`src/rtl/cnn_pkg.sv`:
```
// Shared definitions for the convolution layer engine.
//   - FSM state encoding (3-bit legacy-compatible constants)
//   - clog2 / counter-width helpers
//   - derived geometry formulas: OUT_W/OUT_H (out_dim), N (taps), P (pixels)
package cnn_pkg;

    localparam logic [2:0] S_IDLE  = 3'd0;
    localparam logic [2:0] S_LOAD  = 3'd1;
    localparam logic [2:0] S_DRAIN = 3'd2;
    localparam logic [2:0] S_WRITE = 3'd3;
    localparam logic [2:0] S_DONE  = 3'd4;

    function automatic int clog2(input int v);
        int r;
        r = 0;
        while ((1 << r) < v) r++;
        return r;
    endfunction

    // Width of a counter that runs 0..v-1; never narrower than one bit.
    function automatic int cnt_w(input int v);
        return (v <= 1) ? 1 : clog2(v);
    endfunction

    // "Valid" convolution output size along one axis, stride 1.
    function automatic int out_dim(input int img, input int k);
        return img - k + 1;
    endfunction

    // N: taps per output pixel.
    function automatic int taps(input int ch, input int k);
        return ch * k * k;
    endfunction

    // P: output pixels per layer.
    function automatic int pixels(input int w, input int h, input int k);
        return out_dim(w, k) * out_dim(h, k);
    endfunction

endpackage

```
`src/rtl/conv_addr_gen.sv`:
```
// Window / pixel sequencer for conv_layer_engine.
// Nested counters: kc (fastest), kr, c for taps; col (fastest), row for pixels.
// Ports:
//   clk_i, reset_i          clock, synchronous active-high reset
//   tap_adv_i               step to the next tap (wraps to 0 after the last tap)
//   pix_adv_i               step to the next output pixel (wraps after the last)
//   first_tap_o/last_tap_o  current tap is the first/last of the window
//   last_pixel_o            current pixel is the last of the layer
//   img_addr_o, wt_addr_o   raw read addresses for the current tap
//   out_addr_o              raw write address for the current pixel
module conv_addr_gen
    import cnn_pkg::*;
#(
    parameter int IMG_W  = 8,
    parameter int IMG_H  = 8,
    parameter int K      = 3,
    parameter int CH     = 1,
    parameter int ADDR_W = 16
) (
    input  logic              clk_i,
    input  logic              reset_i,
    input  logic              tap_adv_i,
    input  logic              pix_adv_i,
    output logic              first_tap_o,
    output logic              last_tap_o,
    output logic              last_pixel_o,
    output logic [ADDR_W-1:0] img_addr_o,
    output logic [ADDR_W-1:0] wt_addr_o,
    output logic [ADDR_W-1:0] out_addr_o
);
    localparam int OUT_W = out_dim(IMG_W, K);
    localparam int OUT_H = out_dim(IMG_H, K);
    localparam int KW    = cnt_w(K);
    localparam int CW    = cnt_w(CH);
    localparam int XW    = cnt_w(OUT_W);
    localparam int YW    = cnt_w(OUT_H);

    logic [KW-1:0] kc_q, kc_d, kr_q, kr_d;
    logic [CW-1:0] c_q, c_d;
    logic [XW-1:0] col_q, col_d;
    logic [YW-1:0] row_q, row_d;

    logic kc_last, kr_last, c_last, col_last, row_last;

    assign kc_last  = (kc_q  == KW'(K - 1));
    assign kr_last  = (kr_q  == KW'(K - 1));
    assign c_last   = (c_q   == CW'(CH - 1));
    assign col_last = (col_q == XW'(OUT_W - 1));
    assign row_last = (row_q == YW'(OUT_H - 1));

    assign first_tap_o  = (kc_q == '0) && (kr_q == '0) && (c_q == '0);
    assign last_tap_o   = kc_last && kr_last && c_last;
    assign last_pixel_o = col_last && row_last;

    // Every counter wraps to zero after its last value, so a completed
    // layer leaves the generator ready for the next one without a clear.
    always_comb begin
        kc_d  = kc_q;
        kr_d  = kr_q;
        c_d   = c_q;
        col_d = col_q;
        row_d = row_q;
        if (tap_adv_i) begin
            kc_d = kc_last ? '0 : kc_q + 1'b1;
            if (kc_last) begin
                kr_d = kr_last ? '0 : kr_q + 1'b1;
                if (kr_last) c_d = c_last ? '0 : c_q + 1'b1;
            end
        end
        if (pix_adv_i) begin
            col_d = col_last ? '0 : col_q + 1'b1;
            if (col_last) row_d = row_last ? '0 : row_q + 1'b1;
        end
    end

    always_ff @(posedge clk_i) begin
        if (reset_i) begin
            kc_q  <= '0;
            kr_q  <= '0;
            c_q   <= '0;
            col_q <= '0;
            row_q <= '0;
        end else begin
            kc_q  <= kc_d;
            kr_q  <= kr_d;
            c_q   <= c_d;
            col_q <= col_d;
            row_q <= row_d;
        end
    end

    assign img_addr_o = ADDR_W'(c_q) * ADDR_W'(IMG_W * IMG_H)
                      + (ADDR_W'(row_q) + ADDR_W'(kr_q)) * ADDR_W'(IMG_W)
                      + ADDR_W'(col_q) + ADDR_W'(kc_q);
    assign wt_addr_o  = ADDR_W'(c_q) * ADDR_W'(K * K)
                      + ADDR_W'(kr_q) * ADDR_W'(K) + ADDR_W'(kc_q);
    assign out_addr_o = ADDR_W'(row_q) * ADDR_W'(OUT_W) + ADDR_W'(col_q);

endmodule

```
`src/rtl/conv_layer_engine.sv`:
```
// Self-sequencing KxK, CH-channel "valid" convolution layer (stride 1).
// Ports:
//   clk_i, reset_i        clock, synchronous active-high reset
//   go_i                  start request, sampled only in IDLE
//   busy_o                high in LOAD/DRAIN/WRITE
//   full_done_o           one-cycle pulse (DONE state) after the last write
//   img_rd_en_o           image/weight read strobe (LOAD)
//   img_addr_o/wt_addr_o  tap addresses, 0 when not reading
//   img_data_i/wt_data_i  signed read data, one cycle after the strobe
//   out_wr_en_o           output write strobe (WRITE)
//   out_addr_o            pixel address, 0 when not writing
//   out_data_o            registered result (ReLU optional), held between writes
module conv_layer_engine
    import cnn_pkg::*;
#(
    parameter int DATA_W  = 8,
    parameter int ACC_W   = 24,
    parameter int IMG_W   = 8,
    parameter int IMG_H   = 8,
    parameter int K       = 3,
    parameter int CH      = 1,
    parameter int RELU_EN = 1,
    parameter int ADDR_W  = 16
) (
    input  logic              clk_i,
    input  logic              reset_i,
    input  logic              go_i,
    output logic              busy_o,
    output logic              full_done_o,
    output logic              img_rd_en_o,
    output logic [ADDR_W-1:0] img_addr_o,
    input  logic [DATA_W-1:0] img_data_i,
    output logic [ADDR_W-1:0] wt_addr_o,
    input  logic [DATA_W-1:0] wt_data_i,
    output logic              out_wr_en_o,
    output logic [ADDR_W-1:0] out_addr_o,
    output logic [ACC_W-1:0]  out_data_o
);
    logic [2:0] state_q, state_d;
    logic       load, drain, write;
    logic       first_tap, last_tap, last_pixel;
    logic [ADDR_W-1:0] ag_img, ag_wt, ag_out;

    // Read-data pipeline tags: data arriving this cycle is valid / first tap.
    logic tap_vld_q, first_q;

    logic signed [2*DATA_W-1:0] prod;
    logic signed [ACC_W-1:0]    prod_ext, acc_q, acc_d, result;
    logic        [ACC_W-1:0]    out_data_q;

    assign load  = (state_q == S_LOAD);
    assign drain = (state_q == S_DRAIN);
    assign write = (state_q == S_WRITE);

    conv_addr_gen #(
        .IMG_W (IMG_W),
        .IMG_H (IMG_H),
        .K     (K),
        .CH    (CH),
        .ADDR_W(ADDR_W)
    ) u_addr (
        .clk_i       (clk_i),
        .reset_i     (reset_i),
        .tap_adv_i   (load),
        .pix_adv_i   (write),
        .first_tap_o (first_tap),
        .last_tap_o  (last_tap),
        .last_pixel_o(last_pixel),
        .img_addr_o  (ag_img),
        .wt_addr_o   (ag_wt),
        .out_addr_o  (ag_out)
    );

    always_comb begin
        state_d = state_q;
        case (state_q)
            S_IDLE:  if (go_i) state_d = S_LOAD;
            S_LOAD:  if (last_tap) state_d = S_DRAIN;
            S_DRAIN: state_d = S_WRITE;
            S_WRITE: state_d = last_pixel ? S_DONE : S_LOAD;
            S_DONE:  state_d = S_IDLE;
            default: state_d = S_IDLE;
        endcase
    end

    // MAC: the first tap of a window overwrites the accumulator, so no
    // clear cycle is needed between pixels. Sums wrap on overflow.
    assign prod     = $signed(img_data_i) * $signed(wt_data_i);
    assign prod_ext = ACC_W'(prod);

    always_comb begin
        acc_d = acc_q;
        if (tap_vld_q) acc_d = first_q ? prod_ext : acc_q + prod_ext;
    end

    // DRAIN receives the last product; the finished sum is captured into
    // out_data at the DRAIN->WRITE edge so it is stable during WRITE.
    assign result = ((RELU_EN != 0) && (acc_d < 0)) ? '0 : acc_d;

    always_ff @(posedge clk_i) begin
        if (reset_i) begin
            state_q    <= S_IDLE;
            tap_vld_q  <= 1'b0;
            first_q    <= 1'b0;
            acc_q      <= '0;
            out_data_q <= '0;
        end else begin
            state_q   <= state_d;
            tap_vld_q <= load;
            first_q   <= load && first_tap;
            acc_q     <= acc_d;
            if (drain) out_data_q <= result;
        end
    end

    assign busy_o      = load || drain || write;
    assign full_done_o = (state_q == S_DONE);
    assign img_rd_en_o = load;
    assign img_addr_o  = load ? ag_img : '0;
    assign wt_addr_o   = load ? ag_wt : '0;
    assign out_wr_en_o = write;
    assign out_addr_o  = write ? ag_out : '0;
    assign out_data_o  = out_data_q;

endmodule

```
`config.mk`:
```
export PLATFORM = sky130hd
export DESIGN_NAME = conv_layer_engine
export DESIGN_NICKNAME = d
export VERILOG_FILES = /design/src/rtl/cnn_pkg.sv /design/src/rtl/conv_addr_gen.sv /design/src/rtl/conv_layer_engine.sv
export SDC_FILE = /design/constraint.sdc
export NUM_CORES = 1
export LEC_CHECK = 0
export CAP_MARGIN = 20
export CORE_ASPECT_RATIO = 0.75
export CORE_MARGIN = 1.5
export CORE_UTILIZATION = 50
export DETAILED_ROUTE_END_ITERATION = 8
export DONT_BUFFER_PORTS = 1
export PLACE_DENSITY = 0.64
export SLEW_MARGIN = 25
export SYNTH_ARGS = -nofsm -noshare
export SYNTH_HDL_FRONTEND = slang
export SYNTH_SLANG_ARGS = --single-unit
```
`constraint.sdc`:
```
create_clock -name clk_i -period 21.8 [get_ports clk_i]
set_input_delay 6.54 -clock clk_i [delete_from_list [all_inputs] [get_ports clk_i]]
set_output_delay 6.54 -clock clk_i [all_outputs]
set_load 0.05 [all_outputs]
```
==> run_results.csv <==
group,metric,value,unit
run_status,status,"complete, no violations",
cells_and_area,finalNetCount,940,
grt,grt_max_degree,43,
sta,rsz0062_at_grt,"false",
yosys,synth_compound_area_frac,0.1524,
yosys,synth_top_area_cell,"dfxtp_1",
job,cap_violations,0,
route,drtPass1Iterations,5,
grt,use_met2,0.3193,
yosys,synth_ff_type,"dfxtp_1",
cells_and_area,diodes,0,
setup_path,timing.rr.start,"acc_q[0]",
route,viasPerCell,5.427,
yosys,synth_top_cell_area_share,0.1828,
pwr,power.leakage,3.314,nW
setup_path,r2r_slack,18560,ps
placement,postPlaceCellArea,6869,µm²
grt,grt_pass1_vias,5043,
placement,pre_cts_slack,8415,ps
setup_path,end_kind,"register",
yosys,syn_avg_cell_area,8.554,µm²
setup_path,crit_path_start,"img_data_i[7]",
clock_tree,cts_root_buf,"clkbuf_16",
placement,portBuffers,0,
setup_path,worst_ep_arrival_time,13260,ps
cells_and_area,final_cell_area,7144,µm²
pwr,power.share.sequential,0.129,
pwr,p_per_area,150.8,nW/µm²
sta,fin_crit,12990,ps
placement,dp_hpwl,11.50,mm
sta,setup_tns,0,ps
pwr,clkPwrFrac,0.122,
route,ant_nets,0,
yosys,ys_ff_latch,62,
route,wl,14.23,mm
floorplanning,die-area,14300,µm²
cells_and_area,drive_gt1_frac,0.03535,
yosys,synth_edf_count,0,
yosys,syn_area,6792,µm²
grt,grt.overflow.total,0,
yosys,synth.distinct_cells,57,
pwr,vdd_drop_max,0.08334,mV
pwr,sw_frac_of_total,0.4946,
route,wl_per_cell,14.77,µm
floorplanning,num_rows,36,
yosys,synth_xor_xnor_area_share,0.06448,
clock_tree,cts_resized,0,
placement,globalplace.congestion,0.8541,
clock_tree,clkTransAtPathRegs,50,ps
sta,slew_headroom,0.3893,
yosys,yosys_warnings,0,
floorplanning,initial_core_util,0.5181,
sta,finClkSkew,5.829,ps
setup_path,endpoint,"out_data_o[18]",
yosys,synth_cells,794,
min_path,hp-class,"reg -> reg",
sta,finalSetupViolations,0,
route,drt_iter0_drc,281,
cells_and_area,areaGrowthSynthToFinish,5.195,%
sta,fin_ws,8808,ps
clock_tree,hold_buffers,0,
placement,dp.cells,949,
clock_tree,cts_setup_buffers,0,
grt,grt.busiest_layer,"met2",
floorplanning,dieWidth,137.6,µm
floorplanning,io-pin-count,95,
clock_tree,insertion_delay,330,ps
yosys,synth_top_cells_by_count,"inv_1 (104), ha_1 (71), nor2_1 (63), dfxtp_1 (62), fa_1 (61)",
setup_path,startpoint_type,"primary input",
route,drc,0,
clock_tree,clk_path_buf_depth,2,
cells_and_area,post-route-util,0.5451,
yosys,async_flop_share,0,
sta,worst_pin_slew,912.7,ps
sta,hold_viol_final,0,
floorplanning,die_h,103.9,µm
grt,use_met3,0.05945,
cells_and_area,instances_no_fill,963,
yosys,yosysSeqAreaShare,0.1828,
sta,clock.fmax,76.97,MHz
yosys,synth_top_family_by_area,"adder cells",
grt,grt_pass1_wl,24.21,mm
setup_path,worst-path-max-fanout,23,
clock_tree,h-tree-depth,3,
yosys,yosysMostFrequentCell,"inv_1",
pwr,combPwrFrac,0.749,
setup_path,reg2regPathDepth,11,
grt,grt_usage,0.2122,
setup_path,crit_type,"in -> reg",
clock_tree,cts_tree,"done",
grt,antenna_found_initial,1,
yosys,synth.mux.area_fraction,0.01363,
setup_path,reg2reg_to,"out_data_o[20]",
route,via_count,5226,
sta,finalCritPeriodShare,0.5960,
floorplanning,coreArea,13110,µm²
setup_path,cp.required,22070,ps
pwr,p_int,0.0005444,W
grt,grt_use_met1,0.3027,
clock_tree,cts_num_sinks,62,
clock_tree,cts_made_buffers,9,
sta,slew_violations,0,
yosys,synth_fa_ha_area_frac,0.3106,
yosys,synth_simple_gate_area_frac,0.1741,
yosys,synthTopCellsByArea,"dfxtp_1 (18%), fa_1 (18%), ha_1 (13%)",
pwr,p_switching,0.0005328,W
-- layer usage --
layer	share of wire	routed length [µm]
met3	0.064	908
met4	0.011	157
met2	0.44	6198
met5	0.00091	13
met1	0.49	6947
-- state kept, by name, indices dropped and copies added, names as in the netlist --
name and flops:
tap_vld_q 1, u_addr.kr_q 2, u_addr.row_q 3, u_addr.col_q 3, first_q 1, u_addr.kc_q 2
out_data_o 23, acc_q 24, state_q 3
-- worst min-delay path by stage --
stage / slack [ps] / start / cells after the start / end
detailed placement: 480 / acc_q[10] / 2 / acc_q[10]
CTS: 490 / acc_q[10] / 2 / acc_q[10]
finish: 490 / acc_q[10] / 2 / acc_q[10]
global route: 520 / acc_q[10] / 2 / acc_q[10]
global placement: 480 / acc_q[10] / 2 / acc_q[10]
floorplan: 470 / acc_q[10] / 2 / acc_q[10]
-- cell type report --
cell class                      instances  area, µm²
Sequential cell                        62       1241
Fill cell                            1185       5963
Timing Repair Buffer                    6      45.04
Clock inverter                          1      5.005
Multi-Input combinational cell        606       4979
Inverter                              104      390.4
Clock buffer                           13      270.3
Tap cell                              171      214.0
-- layout by cell type (no fill, tap or decap), types with 4 or more instances in the layout --
master	synthesis	routed
nand2b_1	5	5
nor2b_1	13	13
a31oi_1	4	4
ha_1	71	71
a22o_1	20	20
mux2i_1	7	7
nand2_1	47	47
dfxtp_1	62	62
o21a_1	4	4
clkbuf_16	0	9
a211oi_1	8	8
nor3_1	11	11
xnor2_1	34	34
and2_1	56	56
nor3b_1	6	6
nor2_1	63	63
xor2_1	16	16
nand3_1	8	8
buf_4	29	6
nand4_1	5	5
a21oi_1	45	45
inv_1	104	104
o21ai_0	20	20
and3_1	4	4
fa_1	61	61
o211ai_1	11	11
a21o_1	12	12
conb_1	1	29
-- worst max-delay path, stage by stage --
cell and delay, ps:
and2_1 180, fa_1 650, inv_1 160, fa_1 550
inv_1 50, fa_1 530, inv_1 50, fa_1 530
inv_1 40, ha_1 340, o211ai_1 130, nor4_1 270
nor2_1 110, a21oi_1 170, xnor2_1 150, buf_4 230
ha_1 300, and2_1 210, and3_1 220, a21o_1 160
a21oi_1 270, nand4_1 130, a21oi_1 150, mux2_2 170
o21a_1 690, a32o_1 270
-- power by group through the flow --
stage	clock network, W	logic (W)	registers (W)
2_1_floorplan	0	0.000655	0.000139
6_report	0.000131	0.000807	0.000139
3_3_place_gp	0	0.000790	0.000141
4_1_cts	0.000135	0.000806	0.000139
3_5_place_dp	0	0.000801	0.000141
5_1_grt	0.000141	0.000913	0.000141
-- cell families after synthesis --
kind of cell,after synthesis
DFF,62
xor gates and xnor gates,50
buffers and inverters,154
adders and majority gates,132
AOI/OAI and AO/OA,154
other,1
muxes,9
and+or+nand+nor,232
-- through the flow --
stage	power [W]	hold WS, ps
after CTS	0.001080	489.5
after global routing	0.001195	516.0
after floorplan	0.0007937	468.4
after global placement	0.0009314	484.4
final	0.001077	490.8
after detailed placement	0.0009418	477.2
Power figures use the tool's default switching activity.
==> patch: new RTL, same flow settings <==
Make the reset (`reset_i`) asynchronous in 2 clocked blocks. Comments in the files are not updated.
--- a/src/rtl/conv_addr_gen.sv
+++ b/src/rtl/conv_addr_gen.sv
@@ -74,5 +74,5 @@
     end
 
-    always_ff @(posedge clk_i) begin
+    always_ff @(posedge clk_i or posedge reset_i) begin
         if (reset_i) begin
             kc_q  <= '0;
--- a/src/rtl/conv_layer_engine.sv
+++ b/src/rtl/conv_layer_engine.sv
@@ -98,5 +98,5 @@
     assign result = ((RELU_EN != 0) && (acc_d < 0)) ? '0 : acc_d;
 
-    always_ff @(posedge clk_i) begin
+    always_ff @(posedge clk_i or posedge reset_i) begin
         if (reset_i) begin
             state_q    <= S_IDLE;
Function: differs if reset_i is asserted again (counterexample within 4 cycles, from zero or initial values and one cycle with reset_i high); with reset_i held inactive, the same outputs for 10 cycles.
==> patch against the unedited design <==
  * Cell area grew 9.8%
  * Routed wire length grew 20%
  * Synthesized area grew 9.3%
  * Fmax shrank 6.1%
  * Synthesized cell count grew 5.5%
  * Via count grew 7.7%
  * Sequential cell count is the same
  * First-iteration DRC count shrank 13%
  * Setup slack lost 0.85 ns
Power is left out: the tool's default activity adds up to more than one toggle a clock period on the data nets, which glitch-free logic cannot reach.
==> patch: results (changes against the unedited design) <==
run status finished clean (unchanged); Antenna Diode Count 0 (unchanged); antenna violations before repair 0 (was 1); Net count, final 983 (was 940); reg-to-reg setup timing slack 18.28 ns (was 18.56 ns); Max-slew headroom 0.388 (was 0.389); CP peak stage delay 0.64 ns (was 0.69 ns); XOR/XNOR Fraction of Synth Area 0.0519 (was 0.0645); CP Data Arrival Time 14.07 ns (was 13.26 ns); post-CTS resize count 0 (unchanged); Seq/Total Area, Yosys 0.209 (was 0.183); RR Startpoint acc_q[20] (was acc_q[0]); Reg with most FFs acc_q (unchanged); total global-route track usage 0.235 (was 0.212); top area cells in the synthesized netlist dfrtp_1, fa_1, ha_1, inv_1, and2_1 (was dfxtp_1, fa_1, ha_1, inv_1, and2_1); CTS Root Cell clkbuf_16 (unchanged); via/cell ratio 5.43 (about the same); post-synthesis mux area share 0.0143 (was 0.0136); routed wire length 17100 um (was 14200 um); layout cells sized above 1 0.0765 (was 0.0354); post-synthesis compound-gate area fraction 0.160 (was 0.152); clk buf depth 2 (unchanged); RD Place Congestion 0.924 (was 0.854); Synth Area in Adders 0.284 (was 0.311); Setup Skew 0.00764 ns (was 0.00583 ns); first-pass iteration count of the detailed router 4 (was 5); number of global-route vias before repair 5667 (was 5043); largest fanout on the critical path 13 (was 23); Max Fclk 72.2 MHz (was 77.0 MHz); # DRC 0 (unchanged); asr flop ratio synth 1.00 (was 0); pin count of the biggest net entering global routing 63 (was 43); Met1 Wirelength 8900 um (was 6950 um); Buffers on Ports 0 (unchanged); dpl hpwl 13300 um (was 11500 um); first-pass GRT wire length 28800 um (was 24200 um); startpoint types input pin (unchanged); dpl cell area 0.00753 sq mm (was 0.00687 sq mm); Worst setup startpoint img_data_i[7] (unchanged); DR WL met3 907 um (was 908 um); clk_lat worst skew 0.34 ns; met2 WL 7050 um (was 6200 um); slowest CP cell fa_1 (was o21a_1); pre-CTS setup slack 7.73 ns (was 8.42 ns); max reg flops 24 (unchanged); number of DRC markers in iteration 0 244 (was 281); synthesis warning total 0 (unchanged); post-synthesis cell type count 71 (was 57); top post-synthesis cells by count inv_1, ha_1, and2_1, nor2_1, dfrtp_1 (was inv_1, ha_1, nor2_1, dfxtp_1, fa_1); Top Layer Used met4 (was met5); Top FF cell, synth dfrtp_1 (was dfxtp_1); min-delay src acc_q[4] (was acc_q[10])
==> patch: per-stage QoR <==
step / utilization / hold WS (ns) / cells
floorplan: - / 0.480 / 866
global placement: 0.520 / 0.508 / 1021
detailed placement: 0.520 / 0.522 / 1021
CTS: 0.541 / 0.544 / 1037
global route: 0.541 / 0.573 / 1037
finish: 0.541 / 0.547 / 1037
==> patch: metal layers <==
metal,GRT usage,up-vias
li1,-,2731
met1,0.363,2757
met2,0.338,127
met3,0.0469,16
met4,0.0503,0
met5,0,-
==> patch: final cells by class <==
type | count | area, sq um
fillers | 1343 | 6660
repair buffers | 6 | 45.0
flip-flops and latches | 62 | 1550
clock buffers | 11 | 253
inverters | 115 | 432
well taps | 200 | 250
multi-input cells | 638 | 5260
clock inverters | 5 | 57.6
==> patch: worst register-to-register path: cells and delay by family (launching register included) <==
kind / cells / cell delay [ns]
buf+inv: 1 / 0.24
flops: 1 / 0.38
compound gates: 7 / 1.85
fa+ha+maj: 1 / 0.40
simple gates: 1 / 0.54
==> patch: cell families after synthesis <==
group | count (synthesis)
adder cells (fa/ha/maj) | 132
multiplexers | 10
other | 1
buffers and inverters | 166
flip-flops | 62
XOR/XNOR | 44
AO/OA/AOI/OAI | 162
AND/OR/NAND/NOR | 261
==> patch: worst paths after layout <==
check,to,cells past startpoint
setup / recovery,out_data_o[15],25
hold / removal,acc_q[4],1
setup reg to reg,out_data_o[15],10
hold reg to reg,acc_q[4],1
max in group asynchronous,state_q[0],2
min in group asynchronous,out_data_o[7],2
